===== config.mk =====
export PLATFORM = sky130hd
export DESIGN_NAME = write_back_multi
export DESIGN_NICKNAME = d
export VERILOG_FILES = /design/src/rtl/write_back_multi.sv
export SDC_FILE = /design/constraint.sdc
export NUM_CORES = 1
export LEC_CHECK = 0
export ABC_AREA = 1
export CORE_UTILIZATION = 50
export DETAILED_ROUTE_END_ITERATION = 10
export PLACE_DENSITY = 0.83
export SYNTH_ARGS = -nofsm -noshare
export SYNTH_HDL_FRONTEND = slang
export SYNTH_SLANG_ARGS = --single-unit

===== constraint.sdc =====
create_clock -name clk -period 9.8 [get_ports clk]
set_input_delay 1.96 -clock clk [delete_from_list [all_inputs] [get_ports clk]]
set_output_delay 1.96 -clock clk [all_outputs]
set_load 0.02 [all_outputs]

===== src/rtl/write_back_multi.sv =====
// -----------------------------------------------------------------------------
// write_back_multi
//
// Multi-lane commit stage. Accepts one bundle of LANES results per handshake,
// holds it, and drains the register-file writes through WPORTS write ports.
// Each drain cycle uses the lowest pending lanes first. When the last drain
// cycle is reached, the bundle retires and the architectural HI/LO registers
// are updated together.
//
// Ports
//   clk, resetn            clock, asynchronous active-low reset
//   in_valid / in_ready    bundle handshake (transfer when both are high at an edge)
//   in_wen, in_regw,       per-lane register-file write request, destination
//   in_data                and data; lane i is at [i*W +: W]
//   in_hi_w, in_lo_w,      per-lane HI/LO write requests and data
//   in_hi_data, in_lo_data
//   rf_we, rf_wa, rf_wd    register-file write ports (combinational from the
//                          holding register)
//   hi_o, lo_o             architectural HI/LO (registered)
//   retire                 one-cycle pulse in the cycle a bundle fully commits
//   busy                   holding register occupied
// -----------------------------------------------------------------------------
module write_back_multi #(
  parameter int LANES  = 2,
  parameter int WPORTS = 1,
  parameter int AW     = 5,
  parameter int DW     = 32
) (
  input  logic                clk,
  input  logic                resetn,
  input  logic                in_valid,
  output logic                in_ready,
  input  logic [LANES-1:0]    in_wen,
  input  logic [LANES*AW-1:0] in_regw,
  input  logic [LANES*DW-1:0] in_data,
  input  logic [LANES-1:0]    in_hi_w,
  input  logic [LANES-1:0]    in_lo_w,
  input  logic [LANES*DW-1:0] in_hi_data,
  input  logic [LANES*DW-1:0] in_lo_data,
  output logic [WPORTS-1:0]   rf_we,
  output logic [WPORTS*AW-1:0] rf_wa,
  output logic [WPORTS*DW-1:0] rf_wd,
  output logic [DW-1:0]       hi_o,
  output logic [DW-1:0]       lo_o,
  output logic                retire,
  output logic                busy
);

  typedef enum logic {IDLE, DRAIN} state_t;

  state_t state, state_nxt;

  // Holding register and the mask of lanes that still owe a write.
  logic [LANES-1:0]    pending, pending_nxt;
  logic [LANES*AW-1:0] h_regw;
  logic [LANES*DW-1:0] h_data;
  logic [LANES-1:0]    h_hi_w, h_lo_w;
  logic [LANES*DW-1:0] h_hi_data, h_lo_data;

  logic [LANES-1:0] cap_pending;  // pending mask for the bundle on the inputs
  logic [LANES-1:0] grant;        // lanes issued on a port this cycle
  logic             last;         // this drain cycle empties the holding register
  logic             accept;
  logic [DW-1:0]    hi_nxt, lo_nxt;

  assign accept = in_valid & in_ready;

  // WAW collapse at capture: a lane writes only if no higher lane targets the
  // same register. r0 is never written. A higher lane with the same nonzero
  // destination is necessarily a valid write, so the r0 test is needed once.
  always_comb begin
    cap_pending = '0;
    for (int i = 0; i < LANES; i++) begin
      cap_pending[i] = in_wen[i] && (in_regw[i*AW +: AW] != '0);
      for (int j = i + 1; j < LANES; j++) begin
        if (in_wen[j] && (in_regw[j*AW +: AW] == in_regw[i*AW +: AW]))
          cap_pending[i] = 1'b0;
      end
    end
  end

  // Last drain cycle: everything left fits on the ports. This also covers an
  // empty bundle, which still spends exactly one DRAIN cycle.
  always_comb begin
    int cnt;
    cnt = 0;
    for (int i = 0; i < LANES; i++) begin
      if (pending[i]) cnt++;
    end
    last = (cnt <= WPORTS);
  end

  // HI/LO commit value: the highest lane with a set request wins.
  always_comb begin
    hi_nxt = hi_o;
    lo_nxt = lo_o;
    for (int i = 0; i < LANES; i++) begin
      if (h_hi_w[i]) hi_nxt = h_hi_data[i*DW +: DW];
      if (h_lo_w[i]) lo_nxt = h_lo_data[i*DW +: DW];
    end
  end

  // ---------------------------------------------------------------------------
  // FSM: state register
  // ---------------------------------------------------------------------------
  // NOTE: sequential state uses non-blocking assignments so every flop samples
  // the pre-edge values regardless of process ordering.
  always_ff @(posedge clk or negedge resetn) begin
    if (!resetn) begin
      state   <= IDLE;
      pending <= '0;
      hi_o    <= '0;
      lo_o    <= '0;
    end else begin
      state   <= state_nxt;
      pending <= pending_nxt;
      if (retire) begin
        hi_o <= hi_nxt;
        lo_o <= lo_nxt;
      end
    end
  end

  // NOTE: the holding data is not reset; it is only observed through pending
  // bits and the DRAIN state, both of which are reset.
  always_ff @(posedge clk) begin
    if (accept) begin
      h_regw    <= in_regw;
      h_data    <= in_data;
      h_hi_w    <= in_hi_w;
      h_lo_w    <= in_lo_w;
      h_hi_data <= in_hi_data;
      h_lo_data <= in_lo_data;
    end
  end

  // ---------------------------------------------------------------------------
  // FSM: next-state logic
  // ---------------------------------------------------------------------------
  // NOTE: every combinational output gets a default first so no latch is
  // inferred on any path.
  always_comb begin
    state_nxt   = state;
    pending_nxt = pending;
    unique case (state)
      IDLE:    if (in_valid) state_nxt = DRAIN;
      DRAIN:   if (last)     state_nxt = in_valid ? DRAIN : IDLE;
      default: state_nxt = IDLE;
    endcase
    // A new bundle replaces whatever was left; otherwise issued lanes retire.
    if (accept)
      pending_nxt = cap_pending;
    else if (state == DRAIN)
      pending_nxt = pending & ~grant;
  end

  // ---------------------------------------------------------------------------
  // FSM: outputs
  // ---------------------------------------------------------------------------
  // A pending lane's rank is the number of pending lanes below it; ranks
  // 0..WPORTS-1 map directly onto ports in ascending lane order.
  always_comb begin
    int rank;
    rank     = 0;
    grant    = '0;
    rf_we    = '0;
    rf_wa    = '0;
    rf_wd    = '0;
    busy     = (state == DRAIN);
    retire   = (state == DRAIN) && last;
    in_ready = (state == IDLE) || ((state == DRAIN) && last);
    for (int i = 0; i < LANES; i++) begin
      if ((state == DRAIN) && pending[i]) begin
        for (int p = 0; p < WPORTS; p++) begin
          if (p == rank) begin
            grant[i]            = 1'b1;
            rf_we[p]            = 1'b1;
            rf_wa[p*AW +: AW]   = h_regw[i*AW +: AW];
            rf_wd[p*DW +: DW]   = h_data[i*DW +: DW];
          end
        end
        rank++;
      end
    end
  end

endmodule


==> results.ini <==
[timing]
worstMarginPinSlew_ns=1.07
finalMaxSlewViolations=0
fin_crit_ns=4.63
rsz0062_at_grt=no
skew_ns=0.0123
setup_slack_ns=5.17
finalCritPeriodShare_pct=47.2
fin_setup_tns_ns=0
slew_headroom_pct=28.8
finalHoldViolations=0
setup_viol=0
fmax_mhz=216

[synthesis]
ys.flop_type=edfxtp_1
synth.avg_cell_area_sq_um=15.4
synth_largest_area_cell=edfxtp_1
post-synth-top-count-cell=edfxtp_1
netlist_instances=671
synthTopCellsByArea=edfxtp_1 60%, dfrtp_1 16%, mux2i_1 6.2%
yosys_register_bits=273
synth_edf_count=206
ys_async_sr_fraction_pct=24.5
synth_area_sq_um=10400
synth_top_area_share_pct=59.7
synth_seq_area_share_pct=75.9
ys_warn_count=0
yosysUniqueCellTypes=19
synthesis.nets=882
synth_common_cells=206 x edfxtp_1, 79 x nand3_1, 71 x nor2_1

[drt]
routed_via_density=5.05
wl_met1_um=8610
first_pass_iters=4
route.met3.wl_um=2010
routedWlPerCell_um=18.3
drt_iter0_drc=323
wl_met2_um=11900
wirelength_um=23300
route.top_layer_used=met4
dr_total_vias=6462
post-route-drc-count=0
ant_nets=0

[status]
outcome=finished clean

[critical_path]
crit_path_start=busy
crit_arrival_ns=2.67
reg2reg_depth=7
crit_required_ns=7.84
startpoint_type=register
reg2reg_to=h_regw[7]
regToRegSetupSlack_ns=6.42
path_max_fanout=20
path_class=register to output port
reg2reg_from=pending[1]
crit_path_end_kind=output port

[global_route]
grt_overflow=0
grt_max_degree=141
track_usage_pct=21.7
grt_pass1_wl_um=35500
grt_pass1_vias=6634
antenna_found_initial=1

[clocking]
cts_tree=yes
numCtsBuffers=28
htreeDepth=1
clkSinkCount=273
clkLatencyLatePin_ns=0.53
cts.repair.resized=0
postCtsSetupBuffers=0
clockBufferDepth=3
cts_root_buf=clkbuf_16
hold_buffers=0
clk_pin_slew_worst_paths_ns=0.06

[place]
hpwl_um=15300
io_buffers=315
gp_congestion=0.843
place_ws_ns=5.18

[die]
coreArea_sq_um=20300
row_count=52
start_util_pct=51.0
fp.dieArea_sq_um=21300
fp.dieH_um=146
fp.dieW_um=146
top_level_ports=316

[job]
maxCapViolations=0

[pwr]
power_per_cell_area_nw_per_um2=204
ir_worst_vdd_v=0.000130
power.leakage_nw=5.57
fin_total_pwr_mw=2.97

[hold_path]
hold_end=lo_o[30]
hold_depth=2
hold_class=register to register
hp-start=lo_o[30]

[final_layout]
area_delta_synth_final_pct=40.6
fin_util_pct=71.7
fin_nets=1197
drive_above_1_share_pct=11.2

layout by cell type, fill, tap and decap left out, types with 2 or more instances in the layout:
cell type	netlist	layout
nor2_4	2	2
clkbuf_1	4	8
edfxtp_1	206	206
clkbuf_8	0	4
clkdlybuf4s50_1	0	314
buf_4	3	8
clkinvlp_4	0	2
clkinv_1	0	2
clkbuf_16	0	29
a21oi_1	8	8
mux2i_1	64	64
dfrtp_1	67	67
inv_1	13	12
nand2_1	62	62
clkinv_2	0	4
nor2_1	71	71
bufinv_16	0	3
nand3_1	79	79
nor2_8	2	2
a21oi_2	56	56
kinds of logic after synthesis:
kind of cell	share of synthesized area [%]
AOI/OAI and AO/OA	5.19
buffers and inverters	3.25
DFF	75.9
muxes	6.19
and+or+nand+nor	9.46
metal layers:
metal,vias up,global-route usage (%)
met5,-,0
met2,272,38.7
met4,0,8.47
li1,3049,-
met3,53,5.92
met1,3088,24.8
per-stage QoR:
step | hold slack (ns) | instances | area (sq um)
finish | 0.512 | 1279 | 14600
global route | 0.525 | 1278 | 14600
CTS | 0.517 | 1278 | 14600
detailed placement | 0.502 | 1226 | 13600
global placement | 0.497 | 1226 | 13600
floorplan | 0.498 | 671 | 10400
worst max-delay path by stage:
stage	end	slack (ns)	depth (start not counted)
after floorplan	h_data[0]	3.22	2
after global placement	h_data[14]	5.24	4
after detailed placement	h_regw[3]	5.18	4
after CTS	rf_wd[7]	5.14	5
after global routing	rf_wd[12]	4.99	5
final	rf_wd[17]	5.17	5
final cells by class:
cell class | count | area (sq um)
sequential | 273 | 7860
fill | 1339 | 5740
timing repair buffer | 322 | 3200
multi-input combinational | 348 | 2160
clock buffer | 41 | 811
tap | 270 | 338
clock inverter | 11 | 133
inverter | 13 | 56.3
antenna | 1 | 2.50
sequential cells by signal, summed over array words and instances, names as in the netlist:
| register | cells |
|---|---|
| busy | 1 |
| h_data | 64 |
| h_hi_data | 64 |
| h_hi_w | 2 |
| h_lo_data | 64 |
| h_lo_w | 2 |
| h_regw | 10 |
| hi_o | 32 |
| lo_o | 32 |
| pending | 2 |
worst max-delay path, cell delays in order (launching register included):
cell and delay (ns):
dfrtp_1 0.39, nand2_1 0.54, buf_4 0.37, nand3_1 0.13, nand2_1 0.09, clkdlybuf4s50_1 0.62
power by group:
part | switching (mW) | leakage, nW | internal, mW
clock | 0.421 | 0.457 | 0.650
combinational | 0.256 | 2.37 | 0.240
sequential | 0.0431 | 2.75 | 1.36
No activity file was read; power rests on OpenSTA's default activity.
